## config.mk

```make
export PLATFORM = sky130hd
export DESIGN_NAME = sva_sample_monitor
export DESIGN_NICKNAME = d
export VERILOG_FILES = /design/src/rtl/sva_mon_pkg.sv /design/src/rtl/sat_counter.sv /design/src/rtl/sva_sample_monitor.sv
export SDC_FILE = /design/constraint.sdc
export NUM_CORES = 1
export LEC_CHECK = 0
export ABC_AREA = 1
export BUFFER_PORTS_ARGS = -buffer_cell sky130_fd_sc_hd__buf_4
export CAP_MARGIN = 20
export CELL_PAD_IN_SITES_DETAIL_PLACEMENT = 1
export CELL_PAD_IN_SITES_GLOBAL_PLACEMENT = 1
export CORE_MARGIN = 4
export CORE_UTILIZATION = 25
export DETAILED_ROUTE_END_ITERATION = 8
export PLACE_DENSITY = 0.67
export SETUP_SLACK_MARGIN = 0.02
export SLEW_MARGIN = 20
export SYNTH_ARGS = -nofsm -noshare
export SYNTH_HDL_FRONTEND = slang
export SYNTH_SLANG_ARGS = --single-unit
export TNS_END_PERCENT = 30
```

## constraint.sdc

```tcl
create_clock -name clk -period 4.3 [get_ports clk]
set_input_delay 1.29 -clock clk [delete_from_list [all_inputs] [get_ports clk]]
set_output_delay 1.29 -clock clk [all_outputs]
set_load 0.02 [all_outputs]
```

## src/rtl/sva_mon_pkg.sv

```systemverilog
// rtl/sva_mon_pkg.sv - shared check ids, sizes and popcount helper for the sampled-value monitor
package sva_mon_pkg;

  typedef enum logic [2:0] {
    CHK_ROSE_A   = 3'd0,
    CHK_FELL_B   = 3'd1,
    CHK_STABLE_C = 3'd2,
    CHK_ONES_D   = 3'd3,
    CHK_PAST_D   = 3'd4
  } chk_id_e;

  localparam int NUM_CHK = 5;
  localparam int MAX_DW  = 64;

  function automatic int unsigned popcount(input logic [MAX_DW-1:0] v);
    int unsigned n;
    n = 0;
    for (int i = 0; i < MAX_DW; i++) n += {31'd0, v[i]};
    return n;
  endfunction

endpackage

```

## src/rtl/sat_counter.sv

```systemverilog
// rtl/sat_counter.sv - saturating up-counter with synchronous clear
module sat_counter #(
  parameter int CW = 16
) (
  input  logic          clk,
  input  logic          rst,
  input  logic          clr,
  input  logic          inc,
  output logic [CW-1:0] cnt
);

  always_ff @(posedge clk) begin
    if (rst) begin
      cnt <= '0;
    end else if (clr) begin
      cnt <= '0;
    end else if (inc && (cnt != '1)) begin
      cnt <= cnt + CW'(1);
    end
  end

endmodule

```

## src/rtl/sva_sample_monitor.sv

```systemverilog
// rtl/sva_sample_monitor.sv - synthesizable $rose/$fell/$stable/$countones/$past checks with counters
module sva_sample_monitor
  import sva_mon_pkg::*;
#(
  parameter int DW         = 8,
  parameter int PAST_DEPTH = 2,
  parameter int CW         = 16
) (
  input  logic                     clk,
  input  logic                     rst,
  input  logic                     en,
  input  logic                     clr_cnt,
  input  logic                     a,
  input  logic                     b,
  input  logic                     c,
  input  logic [DW-1:0]            d,
  input  logic [$clog2(DW+1)-1:0]  ones_thresh,
  input  logic [DW-1:0]            past_ref,
  output logic                     chk_valid,
  output logic [NUM_CHK-1:0]       res,
  output logic                     past_valid,
  output logic [NUM_CHK*CW-1:0]    pass_cnt,
  output logic [NUM_CHK*CW-1:0]    fail_cnt
);

  localparam int OW = $clog2(DW+1);
  localparam int WW = $clog2(PAST_DEPTH+1);

  logic               prev_a, prev_b, prev_c;
  logic [DW-1:0]      d_hist [PAST_DEPTH];
  logic [WW-1:0]      warm;
  logic               warm_done;
  logic [OW-1:0]      ones;
  logic [NUM_CHK-1:0] res_next;
  logic [NUM_CHK-1:0] counted, inc_pass, inc_fail;

  always_comb begin
    ones      = OW'(popcount(MAX_DW'(d)));
    warm_done = (warm == WW'(PAST_DEPTH));
    res_next  = '0;
    res_next[CHK_ROSE_A]   = ~prev_a & a;
    res_next[CHK_FELL_B]   = prev_b & ~b;
    res_next[CHK_STABLE_C] = (c == prev_c);
    res_next[CHK_ONES_D]   = (ones > ones_thresh);
    // Until the history is full the $past check is vacuous and reports pass.
    res_next[CHK_PAST_D]   = ~warm_done | (d_hist[PAST_DEPTH-1] != past_ref);
  end

  // "Previous" means the previous qualified sample, so all history only moves when en is high.
  always_ff @(posedge clk) begin
    if (rst) begin
      res        <= '0;
      chk_valid  <= 1'b0;
      past_valid <= 1'b0;
      prev_a     <= 1'b0;
      prev_b     <= 1'b0;
      prev_c     <= 1'b0;
      warm       <= '0;
      for (int i = 0; i < PAST_DEPTH; i++) d_hist[i] <= '0;
    end else if (en) begin
      res        <= res_next;
      chk_valid  <= 1'b1;
      past_valid <= warm_done;
      prev_a     <= a;
      prev_b     <= b;
      prev_c     <= c;
      d_hist[0]  <= d;
      for (int i = 1; i < PAST_DEPTH; i++) d_hist[i] <= d_hist[i-1];
      if (!warm_done) warm <= warm + WW'(1);
    end else begin
      chk_valid <= 1'b0;
    end
  end

  // The $past check only counts once it is non-vacuous; it is the top check id.
  assign counted  = {past_valid, {(NUM_CHK-1){1'b1}}};
  assign inc_pass = {NUM_CHK{chk_valid}} & counted & res;
  assign inc_fail = {NUM_CHK{chk_valid}} & counted & ~res;

  for (genvar i = 0; i < NUM_CHK; i++) begin : g_cnt
    sat_counter #(.CW(CW)) u_pass (
      .clk (clk),
      .rst (rst),
      .clr (clr_cnt),
      .inc (inc_pass[i]),
      .cnt (pass_cnt[i*CW +: CW])
    );
    sat_counter #(.CW(CW)) u_fail (
      .clk (clk),
      .rst (rst),
      .clr (clr_cnt),
      .inc (inc_fail[i]),
      .cnt (fail_cnt[i*CW +: CW])
    );
  end

endmodule

```

==> flow_summary.json <==
{
  "hpwl_mm": 25.5,
  "first_iter_violations": 307,
  "power_switching_w": 0.000951,
  "syn_area_um2": 10400,
  "timing.fmax_mhz": 249,
  "rsz0062_at_grt": "no",
  "final_nets": 1817,
  "port_buffers": 193,
  "hp-class": "flop to flop",
  "htreeDepth": 4,
  "die_w_um": 212,
  "p_seq_frac": 0.496,
  "fp.coreArea_um2": 40900,
  "clockPowerShare": 0.430,
  "numCtsBuffers": 17,
  "leakagePower_nw": 5.10,
  "die_y_um": 212,
  "yosys_register_bits": 188,
  "drc": 0,
  "wire_per_inst_um": 14.6,
  "r2r_slack_ps": 2510,
  "worstPathMaxFanout": 2,
  "fin_cells": 2313,
  "viasPerCell": 4.61,
  "path_cells": "buf_4 -> inv_1 -> fa_1 -> fa_1 -> fa_1 -> inv_1 -> ha_1 -> fa_1 -> xor2_1 -> ha_1 -> nand2_1 -> o21ai_0 -> nand3_1 -> o21ai_0",
  "area_delta_synth_final_pct": 24.9,
  "synthMuxAreaShare": 0,
  "synthAdderAreaFrac": 0.0295,
  "clock-sinks": 188,
  "synth.distinct_cells": 39,
  "cts_setup_buffers": 0,
  "endpoint_kind": "flop",
  "synth_compound_area_frac": 0.0793,
  "clk_path_buf_depth": 2,
  "cp.arrival_ps": 4400,
  "period_minus_slack_ps": 4010,
  "wl_mm": 33.7,
  "drive_above_1_share": 0.173,
  "tritoncts": "built",
  "drt.antenna.violating_nets": 0,
  "insertion_delay_ps": 480,
  "vdd_ir_drop_max_mv": 0.250,
  "diodes": 0,
  "synth_top_family_by_area": "simple AND/OR/NAND/NOR gates",
  "place_inst": 2281,
  "synthSimpleGateAreaFrac": 0.427,
  "netSwitchingFraction": 0.261,
  "rows": 74,
  "clkSlewWorstSetupHoldPaths_ps": 60,
  "initial_utilization": 0.253,
  "grt_overflow_total": 0,
  "cp.required_ps": 4690,
  "path_class": "input pin to flop",
  "pwr-share-comb": 0.074,
  "internal-power_w": 0.00269,
  "avgSynthCellArea_um2": 6.57,
  "grt_usage": 0.153,
  "power.density_nw_per_um2": 281,
  "period_share": 0.933,
  "grt_max_degree": 141,
  "relSlewSlack": 0.510,
  "synth_largest_area_cell": "dfxtp_1",
  "synth.area.top_cells": "dfxtp_1 33%, nand2_1 15%, nor2_1 13%, nand3_1 6.4%, a21oi_1 5.2%",
  "startpoint_type": "input pin",
  "yosys.area.top_type_share": 0.333,
  "cts_root_buffer": "clkbuf_16",
  "first_pass_iters": 4,
  "outcome": "finished, final reports clean",
  "antenna_found_initial": 1,
  "final-setup-viol-count": 0,
  "fillerInstances": 5223,
  "fin_skew_ps": 13.4,
  "grt_pass1_vias": 10900,
  "synth_cells": 1576,
  "finalHoldViolCount": 0,
  "cap_violations": 0,
  "yosysWarnings": 0,
  "tightestPinTransition_ps": 733,
  "num_vias": 10700,
  "io_pins": 194,
  "yosysSeqAreaShare": 0.379,
  "cts_resized": 0,
  "setup_tns_ps": 0,
  "hold_buffers": 0,
  "synthesis.nets": 1625,
  "drv_slew": 0,
  "crit_slowest_cell": "fa_1",
  "utilization": 0.316,
  "gp_congestion": 0.785,
  "dieArea_um2": 44700,
  "synth_xor_area_frac": 0.0169,
  "critPathMaxStageDelay_ps": 560,
  "cpMostUsedCell": "fa_1",
  "grt_pass1_wl_mm": 55.7
}
-- path summary, 6_finish.rpt --
path                  start                       to  cells past startpoint
hold reg to reg      prev_a                   res[0]                      1
setup reg to reg  chk_valid  g_cnt[3].u_pass.cnt[13]                      8
hold / removal       prev_a                   res[0]                      1
setup / recovery       d[0]                   res[3]                     14
-- registers in the layout (all words and copies together) (netlist names), 2 cells and up --
name	flops
d_hist	16
g_cnt.u_fail.cnt	80
g_cnt.u_pass.cnt	80
warm	2
res	5
-- cells by family after synthesis --
kind of cell | count (synthesis)
AND/OR/NAND/NOR | 1014
flip-flops | 188
buffers and inverters | 172
AO/OA/AOI/OAI | 160
adder cells (fa/ha/maj) | 22
XOR/XNOR | 20
-- power by group through the flow --
| stage | Sequential [W] | Clock [W] | Combinational, W |
|---|---|---|---|
| after floorplan | 0.00185 | 0 | 0.000159 |
| after global placement | 0.00185 | 0 | 0.000262 |
| after detailed placement | 0.00185 | 0 | 0.000276 |
| after CTS | 0.00181 | 0.00165 | 0.000277 |
| after global routing | 0.00181 | 0.00171 | 0.000310 |
| final | 0.00181 | 0.00156 | 0.000268 |
-- synthesized netlist by cell type (all sizes together) --
cell type    n
nand2      419
nor2       403
dfxtp      172
inv        144
nand3      137
a21oi      109
o21ai       43
nand4       24
buf         21
ha          18
edfxtp      16
nor3        14
xnor2       10
xor2        10
a31oi        7
nand3b       7
clkbuf       6
and2         5
fa           4
nor3b        2
nor4         2
clkinv       1
o2111ai      1
or2          1
-- per-stage QoR --
stage | instance area [um^2] | worst slack (ps) | hold slack (ps) | total power, W
global placement | 12400 | -96.1 | 433 | 0.00211
finish | 12900 | 287 | 451 | 0.00364
CTS | 12900 | 310 | 461 | 0.00373
detailed placement | 12400 | -208 | 452 | 0.00212
global route | 12900 | 109 | 495 | 0.00383
floorplan | 10400 | 112 | 423 | 0.00201
-- cell type report --
class                      instances  area [um^2]  area share
clock inverter                    14          121     0.00938
timing repair buffer             200         1510       0.117
sequential                       188         3920       0.303
tap                              532          666      0.0515
inverter                         145          547      0.0423
multi-input combinational       1216         5730       0.443
clock buffer                      18          429      0.0332
-- worst max-delay path: cells and delay by family --
family                     cells  cell delay, ps
AOI/OAI and AO/OA              2             240
buffers and inverters          3             190
adders and majority gates      6            2390
and+or+nand+nor                2             130
xor gates and xnor gates       1             160
-- placed cells by master, fill, tap and decap left out, drive strengths merged --
master    instances
a21oi           109
a31oi             7
and2              5
buf             200
bufinv            1
clkbuf           18
clkinv            3
clkinvlp          8
dfxtp           172
edfxtp           16
fa                4
ha               18
inv             147
nand2           419
nand3           137
nand3b            7
nand4            24
nor2            403
nor3             14
nor3b             2
nor4              2
o2111ai           1
o21ai            43
or2               1
xnor2            10
xor2             10
-- per-layer routing --
metal  part of all wire  wire length, um  up-vias  GRT usage
met5            0.00059               20        -          0
met4              0.017              584        2     0.0458
met3              0.055             1840       40     0.0539
met2               0.48            16100      145      0.253
met1               0.45            15200     5068      0.189
li1                   -                -     5416          -
Power figures use the tool's default switching activity.
